`src/rtl/calc_pkg.sv`:
```
// Shared keypad types: raw button levels, decoded button codes, debouncer states and
// the priority encoder that turns a raw level vector into a single code.
package calc_pkg;

    typedef struct packed {
        logic mem_rcl;
        logic mem_sub;
        logic mem_add;
        logic op_neg;
        logic op_pct;
        logic op_eq;
        logic op_div;
        logic op_mul;
        logic op_sub;
        logic op_add;
        logic dot;
        logic num_9;
        logic num_8;
        logic num_7;
        logic num_6;
        logic num_5;
        logic num_4;
        logic num_3;
        logic num_2;
        logic num_1;
        logic num_0;
        logic off;
        logic on;
    } buttons_t;

    // A single pressed bit at position i decodes to code i+1.
    typedef enum logic [4:0] {
        B_NONE    = 5'd0,
        B_ON      = 5'd1,
        B_OFF     = 5'd2,
        B_NUM_0   = 5'd3,
        B_NUM_1   = 5'd4,
        B_NUM_2   = 5'd5,
        B_NUM_3   = 5'd6,
        B_NUM_4   = 5'd7,
        B_NUM_5   = 5'd8,
        B_NUM_6   = 5'd9,
        B_NUM_7   = 5'd10,
        B_NUM_8   = 5'd11,
        B_NUM_9   = 5'd12,
        B_DOT     = 5'd13,
        B_OP_ADD  = 5'd14,
        B_OP_SUB  = 5'd15,
        B_OP_MUL  = 5'd16,
        B_OP_DIV  = 5'd17,
        B_OP_EQ   = 5'd18,
        B_OP_PCT  = 5'd19,
        B_OP_NEG  = 5'd20,
        B_MEM_ADD = 5'd21,
        B_MEM_SUB = 5'd22,
        B_MEM_RCL = 5'd23,
        B_UNKNOWN = 5'd31
    } active_button_t;

    typedef enum logic [1:0] {IDLE, DEBOUNCE, HELD, RELEASE} debounce_state_t;

    // Power wins over everything; otherwise chords decode as B_UNKNOWN.
    function automatic active_button_t encode_buttons(input buttons_t b);
        logic [22:0]    w_bits;
        active_button_t w_code;
        w_bits = b;
        w_code = B_NONE;
        if (b.on) begin
            w_code = B_ON;
        end else if ($countones(w_bits) > 1) begin
            w_code = B_UNKNOWN;
        end else begin
            for (int i = 0; i < 23; i++) begin
                if (w_bits[i]) w_code = active_button_t'(5'(i + 1));
            end
        end
        return w_code;
    endfunction

    function automatic logic is_repeatable(input active_button_t b);
        return ((b >= B_NUM_0) && (b <= B_DOT)) ||
               ((b >= B_MEM_ADD) && (b <= B_MEM_RCL));
    endfunction

endpackage

```
`src/rtl/calc_button_decoder_if.sv`:
```
// Event output channel of the keypad decoder: payload, valid/ready handshake and drop pulse.
interface calc_button_decoder_if;
    import calc_pkg::*;

    active_button_t button_o;
    logic           button_valid_o;
    logic           button_ready_i;
    logic           dropped_o;

    modport master (output button_o, output button_valid_o, output dropped_o,
                    input  button_ready_i);
    modport slave  (input  button_o, input  button_valid_o, input  dropped_o,
                    output button_ready_i);
endinterface

```
`src/rtl/calc_sync.sv`:
```
// Per-bit two-flop synchronizer for levels arriving asynchronously to clk_i.
module calc_sync #(
    parameter int Width = 1
) (
    input  logic             clk_i,
    input  logic             rst_ni,
    input  logic [Width-1:0] d_i,
    output logic [Width-1:0] q_o
);
    genvar gi;
    generate
        for (gi = 0; gi < Width; gi++) begin : g_bit
            logic r_meta;
            logic r_sync;
            always_ff @(posedge clk_i or negedge rst_ni) begin
                if (!rst_ni) begin
                    r_meta <= 1'b0;
                    r_sync <= 1'b0;
                end else begin
                    r_meta <= d_i[gi];
                    r_sync <= r_meta;
                end
            end
            assign q_o[gi] = r_sync;
        end
    endgenerate
endmodule

```
`src/rtl/calc_button_decoder.sv`:
```
// Debounces raw keypad levels into single-press events on a one-entry valid/ready slot.
// Define CALC_AUTOREPEAT_EN to re-emit held number/dot/memory keys at a repeat rate.
module calc_button_decoder
    import calc_pkg::*;
#(
    parameter int DebounceCycles     = 1000,
    parameter int RepeatDelayCycles  = 50000,
    parameter int RepeatPeriodCycles = 10000
) (
    input  logic                  clk_i,
    input  logic                  rst_ni,
    input  buttons_t              buttons_i,
    calc_button_decoder_if.master out_if
);
    localparam int MaxA      = (DebounceCycles > RepeatDelayCycles) ? DebounceCycles : RepeatDelayCycles;
    localparam int MaxCycles = (MaxA > RepeatPeriodCycles) ? MaxA : RepeatPeriodCycles;
    localparam int CntW      = $clog2(MaxCycles + 1);
    localparam logic [CntW-1:0] DebLast = CntW'(DebounceCycles - 1);
`ifdef CALC_AUTOREPEAT_EN
    localparam logic [CntW-1:0] DelLast = CntW'(RepeatDelayCycles - 1);
    localparam logic [CntW-1:0] PerLast = CntW'(RepeatPeriodCycles - 1);
`endif

    logic [$bits(buttons_t)-1:0] w_sync_bits;
    active_button_t              w_sample;
    debounce_state_t             r_state, w_state_next;
    active_button_t              r_cand, w_cand_next;
    logic [CntW-1:0]             r_cnt, w_cnt_next, w_cnt_inc;
    logic                        w_emit;
    active_button_t              r_slot_button;
    logic                        r_slot_valid;
    logic                        r_dropped;
    logic                        w_handshake;
`ifdef CALC_AUTOREPEAT_EN
    logic                        r_rep_phase, w_rep_phase_next;
`endif

    calc_sync #(.Width($bits(buttons_t))) u_sync (
        .clk_i (clk_i),
        .rst_ni(rst_ni),
        .d_i   (buttons_i),
        .q_o   (w_sync_bits)
    );

    assign w_sample  = encode_buttons(buttons_t'(w_sync_bits));
    assign w_cnt_inc = (r_cnt == {CntW{1'b1}}) ? r_cnt : r_cnt + CntW'(1);

    always_comb begin
        w_state_next = r_state;
        w_cand_next  = r_cand;
        w_cnt_next   = r_cnt;
        w_emit       = 1'b0;
`ifdef CALC_AUTOREPEAT_EN
        w_rep_phase_next = r_rep_phase;
`endif
        case (r_state)
            IDLE: begin
                if (w_sample != B_NONE) begin
                    w_cand_next  = w_sample;
                    w_cnt_next   = '0;
                    w_state_next = DEBOUNCE;
                end
            end
            DEBOUNCE: begin
                if (w_sample != r_cand) begin
                    if (w_sample == B_NONE) begin
                        w_state_next = IDLE;
                    end else begin
                        w_cand_next = w_sample;
                        w_cnt_next  = '0;
                    end
                end else if (r_cnt == DebLast) begin
                    // A chord still parks in HELD so it must be released before the next press.
                    w_state_next = HELD;
                    w_cnt_next   = '0;
                    w_emit       = (r_cand != B_UNKNOWN);
`ifdef CALC_AUTOREPEAT_EN
                    w_rep_phase_next = 1'b0;
`endif
                end else begin
                    w_cnt_next = w_cnt_inc;
                end
            end
            HELD: begin
                if (w_sample != r_cand) begin
                    w_cnt_next   = '0;
                    w_state_next = RELEASE;
                end
`ifdef CALC_AUTOREPEAT_EN
                else if (is_repeatable(r_cand)) begin
                    if (r_cnt == (r_rep_phase ? PerLast : DelLast)) begin
                        w_emit           = 1'b1;
                        w_cnt_next       = '0;
                        w_rep_phase_next = 1'b1;
                    end else begin
                        w_cnt_next = w_cnt_inc;
                    end
                end
`endif
            end
            RELEASE: begin
                if (w_sample == B_NONE) begin
                    if (r_cnt == DebLast) begin
                        w_state_next = IDLE;
                        w_cnt_next   = '0;
                    end else begin
                        w_cnt_next = w_cnt_inc;
                    end
                end else begin
                    w_cnt_next = '0;
                end
            end
            default: w_state_next = IDLE;
        endcase
    end

    assign w_handshake = r_slot_valid & out_if.button_ready_i;

    always_ff @(posedge clk_i or negedge rst_ni) begin
        if (!rst_ni) begin
            r_state       <= IDLE;
            r_cand        <= B_NONE;
            r_cnt         <= '0;
            r_slot_button <= B_NONE;
            r_slot_valid  <= 1'b0;
            r_dropped     <= 1'b0;
`ifdef CALC_AUTOREPEAT_EN
            r_rep_phase   <= 1'b0;
`endif
        end else begin
            r_state <= w_state_next;
            r_cand  <= w_cand_next;
            r_cnt   <= w_cnt_next;
`ifdef CALC_AUTOREPEAT_EN
            r_rep_phase <= w_rep_phase_next;
`endif
            // The slot can take a new event in the same cycle the old one is consumed.
            if (w_emit && (!r_slot_valid || w_handshake)) begin
                r_slot_button <= r_cand;
                r_slot_valid  <= 1'b1;
            end else if (w_handshake) begin
                r_slot_valid <= 1'b0;
            end
            r_dropped <= w_emit & r_slot_valid & ~w_handshake;
        end
    end

    assign out_if.button_o       = r_slot_button;
    assign out_if.button_valid_o = r_slot_valid;
    assign out_if.dropped_o      = r_dropped;

endmodule

```
`src/flat_wrapper.sv`:
```
// flat-port wrapper written by rule: the top's interface ports become plain ports
module calc_button_decoder_flat import calc_pkg::*;
#(
    parameter int DebounceCycles     = 1000,
    parameter int RepeatDelayCycles  = 50000,
    parameter int RepeatPeriodCycles = 10000
)
  (clk_i, rst_ni, buttons_i, out_if_button_o, out_if_button_valid_o, out_if_dropped_o, out_if_button_ready_i);
  calc_button_decoder_if out_if_i ();
  input  logic clk_i;
  input  logic rst_ni;
  input  buttons_t buttons_i;
  output wire logic [$bits(out_if_i.button_o)-1:0] out_if_button_o;
  output wire logic [$bits(out_if_i.button_valid_o)-1:0] out_if_button_valid_o;
  output wire logic [$bits(out_if_i.dropped_o)-1:0] out_if_dropped_o;
  input wire logic [$bits(out_if_i.button_ready_i)-1:0] out_if_button_ready_i;
  assign out_if_button_o = out_if_i.button_o;
  assign out_if_button_valid_o = out_if_i.button_valid_o;
  assign out_if_dropped_o = out_if_i.dropped_o;
  assign out_if_i.button_ready_i = out_if_button_ready_i;
  calc_button_decoder #(.DebounceCycles(DebounceCycles), .RepeatDelayCycles(RepeatDelayCycles), .RepeatPeriodCycles(RepeatPeriodCycles)) u_core (.clk_i(clk_i), .rst_ni(rst_ni), .buttons_i(buttons_i), .out_if(out_if_i));
endmodule
```
`config.mk`:
```
export PLATFORM = sky130hd
export DESIGN_NAME = calc_button_decoder_flat
export DESIGN_NICKNAME = d
export VERILOG_FILES = /design/src/rtl/calc_pkg.sv /design/src/rtl/calc_button_decoder_if.sv /design/src/rtl/calc_sync.sv /design/src/rtl/calc_button_decoder.sv /design/src/flat_wrapper.sv
export SDC_FILE = /design/constraint.sdc
export NUM_CORES = 1
export LEC_CHECK = 0
export CAP_MARGIN = 10
export CELL_PAD_IN_SITES_DETAIL_PLACEMENT = 1
export CELL_PAD_IN_SITES_GLOBAL_PLACEMENT = 2
export CORE_UTILIZATION = 39
export DETAILED_ROUTE_END_ITERATION = 8
export GPL_ROUTABILITY_DRIVEN = 0
export HOLD_SLACK_MARGIN = 0.05
export PLACE_DENSITY = 0.79
export SYNTH_ARGS = -nofsm -noshare
export SYNTH_HDL_FRONTEND = slang
export SYNTH_SLANG_ARGS = --single-unit
export TNS_END_PERCENT = 50
```
`constraint.sdc`:
```
create_clock -name clk_i -period 7.6 [get_ports clk_i]
set_clock_uncertainty 0.2 [all_clocks]
set_input_delay 0.76 -clock clk_i [delete_from_list [all_inputs] [get_ports clk_i]]
set_output_delay 0.76 -clock clk_i [all_outputs]
set_load 0.02 [all_outputs]
```
==> impl_metrics.tcl <==
set metrics [dict create \
    insertion_delay_ns 0.35 \
    power.density_mw_per_mm2 256 \
    hold_ws_ns 0.147 \
    leakage_nw 2.10 \
    drt-pass1-iter-count 4 \
    period_share 0.869 \
    critical_path.max_fanout 13 \
    grt_pass1_vias 3062 \
    ys_seq_area_frac 0.469 \
    tns_ns 0 \
    hold_path_depth 0 \
    port_buffers 32 \
    diodes 0 \
    die_x_um 104 \
    wire_per_inst_um 16.5 \
    critPathRequiredTime_ns 7.63 \
    antenna_found_initial 0 \
    finalHoldViolations 0 \
    ys_types 63 \
    maxCapViolCount 0 \
    async_flop_share 1.00 \
    fmax_ghz 0.151 \
    coreArea_mm2 0.00991 \
    r2r_start "u_core.u_sync.g_bit[0].r_sync$_DFF_PN0_" \
    worst_pin_slew_ns 0.951 \
    path_depth 22 \
    die_area_mm2 0.0108 \
    hp-start "u_core.u_sync.g_bit[6].r_meta$_DFF_PN0_" \
    cpPeakStageDelay_ns 0.55 \
    place_ws_ns 1.03 \
    track_usage 0.185 \
    layout-drive-gt1-share 0.118 \
    worstSetupPathType "flip-flop to flip-flop" \
    synthFlopType "dfrtp_1" \
    ctsResizeCount 0 \
    maxSlewHeadroom 0.366 \
    root_buffer "clkbuf_8" \
    netlist_instances 375 \
    period_minus_slack_ns 6.61 \
    num_vias 2919 \
    arrival_ns 6.64 \
    maxSlewViolCount 0 \
    peakVddDrop_v 0.000162 \
    ys_warn_count 0 \
    hold_class "flip-flop to flip-flop" \
    viasPerCell 5.32 \
    num_io_pins 33 \
    r2r_cells 22 \
    end_kind "flip-flop" \
    final.setup.worst_slack_ns 0.992 \
    synth_edf_count 0 \
    cts_tree "yes" \
    postCtsHoldBufs 0 \
    drt_iter0_drc 139 \
    initial_core_util 0.409 \
    row_count 36 \
    place_hpwl_um 7040 \
    crit_path_start "u_core.u_sync.g_bit[0].r_sync$_DFF_PN0_" \
    finalSetupViolCount 0 \
    syn2layout_area_growth_pct 15.6 \
    gr-total-overflow 0 \
    cp-start-kind "flip-flop" \
    post-cts-setup-buffers 0 \
    syn_avg_cell_area_um2 10.8 \
    drc 0 \
    grt_max_degree 77 \
    rsz0062_at_grt "false" \
    grt_pass1_wl_um 15700 \
    crit_chain "ha_1, inv_1, fa_1, fa_1, inv_1, fa_1, inv_1, fa_1, inv_1, ha_1, inv_1, fa_1, a211oi_1, mux2i_2, nor2_2, o2111ai_1, xnor2_1, nor4_1, o21ai_1, buf_4, a21oi_1, o22a_1" \
    final_core_util 0.473 \
    wl_um 9060 \
    clk_pin_slew_ns 0.08 \
    clock_sinks 76 \
    die_y_um 104 \
    status "complete, no violations" \
    nets 473 \
    cp_slowest_cell "fa_1" \
    ant_nets 0 \
    synth_area_mm2 0.00406 \
    worst-path-buf-inv 6 \
    h-tree-depth 3 \
    clk_path_buf_depth 2 \
    cp_top_family "adder cells" \
    synth_nets 437 \
    numCtsBuffers 9 \
    ys_seq_elements 76 \
]
state kept, by name, indices dropped and copies added (netlist names), named ones only:
register,count
u_core.out_if.button_o,5
u_core.out_if.button_valid_o,1
u_core.r_cnt,16
u_core.r_state,1
u_core.u_sync.g_bit.r_meta,23
u_core.out_if.dropped_o,1
u_core.u_sync.g_bit.r_sync,23
u_core.r_cand,5
worst reg2reg max path, stage by stage (launching register included):
cell       delay (ns)
dfrtp_1          0.53
ha_1             0.35
inv_1            0.05
fa_1             0.50
fa_1             0.55
inv_1            0.06
fa_1             0.53
inv_1            0.05
fa_1             0.44
inv_1            0.06
ha_1             0.16
inv_1            0.06
fa_1             0.40
a211oi_1         0.28
mux2i_2          0.18
nor2_2           0.24
o2111ai_1        0.28
xnor2_1          0.41
nor4_1           0.09
o21ai_1          0.52
buf_4            0.30
a21oi_1          0.06
o22a_1           0.20
synth_stat cells (5+ instances only):
| cell | n | area (um^2) |
|---|---|---|
| nor2b_1 | 5 | 31.3 |
| o31ai_1 | 9 | 67.6 |
| nor4_1 | 9 | 56.3 |
| mux2_2 | 5 | 56.3 |
| ha_1 | 19 | 238 |
| and3_1 | 8 | 50.1 |
| clkbuf_1 | 6 | 22.5 |
| a21oi_1 | 18 | 90.1 |
| fa_1 | 17 | 340 |
| o2bb2a_1 | 7 | 70.1 |
| or3_1 | 6 | 37.5 |
| nand3_1 | 11 | 55.1 |
| nand2_1 | 23 | 86.3 |
| nor2_1 | 20 | 75.1 |
| nor3_1 | 8 | 40.0 |
| inv_1 | 52 | 195 |
| o21ai_0 | 11 | 55.1 |
| dfrtp_1 | 76 | 1900 |
report_power, final:
part           internal (mW)  leakage [nW]  switching (mW)
Clock                  0.137        0.0957           0.150
Combinational          0.189          1.07           0.266
Sequential             0.427         0.930          0.0293
stage by stage:
step / instance area, um^2 / power (mW) / std cells
after detailed placement: 4500 / 0.923 / 533
after global placement: 4500 / 0.905 / 533
after floorplan: 4060 / 0.801 / 375
after global routing: 4690 / 1.30 / 549
after CTS: 4690 / 1.22 / 549
final: 4690 / 1.20 / 549
cell usage in the layout (no fill, tap or decap), drive strengths merged, types with 2 or more instances in the layout:
cell           synthesis  final
o31a                   2      2
ha                    19     19
or2                    2      2
nor3                   8      8
nand4                  3      3
and3                   9      9
mux2                   9      9
o21ai                 13     13
a211oi                 2      2
dfrtp                 76     76
inv                   52     53
nand3                 11     11
clkdlybuf4s50          0     31
o2111ai                3      3
or4                    7      7
clkbuf                 7     11
nor4                  13     13
o31ai                  9      9
a21oi                 18     18
fa                    17     17
a31oi                  3      3
nor2b                  5      5
o22ai                  3      3
nor2                  21     21
o2bb2a                 7      7
buf                    2      3
clkinv                 0      3
a211o                  2      2
o211ai                 2      2
nand2                 24     24
or3                    7      7
routing by layer:
layer  vias to the layer above  share of wire  track usage
li1                       1391              -            -
met1                      1477           0.48        0.252
met2                        39           0.47        0.290
met3                        12          0.029       0.0363
met4                         0          0.020       0.0724
met5                         -              0            0
kinds of logic after synthesis:
family	after synthesis	share of synthesized area
flip-flops	76	0.469
XOR/XNOR	1	0.00216
multiplexers	10	0.0321
AO/OA/AOI/OAI	76	0.134
adder cells (fa/ha/maj)	36	0.143
AND/OR/NAND/NOR	115	0.159
buffers and inverters	61	0.0611
layout make-up:
cell class | count | area [um^2]
clock buffer | 11 | 151
clock inverter | 5 | 35.0
fill | 1094 | 5220
inverter | 52 | 195
multi-input combinational | 238 | 1910
sequential | 76 | 1900
tap | 133 | 166
timing repair buffer | 34 | 333
final timing paths:
kind	to	slack [ns]
hold / removal	u_core.u_sync.g_bit[6].r_sync$_DFF_PN0_	0.15
setup reg to reg	u_core.r_cnt[10]$_DFFE_PN0P_	0.99
setup / recovery	u_core.r_cnt[10]$_DFFE_PN0P_	0.99
max in group asynchronous	u_core.r_cnt[10]$_DFFE_PN0P_	6.23
min in group asynchronous	u_core.u_sync.g_bit[10].r_meta$_DFF_PN0_	0.35
hold reg to reg	u_core.u_sync.g_bit[6].r_sync$_DFF_PN0_	0.15
No activity file was read; power rests on OpenSTA's default activity.
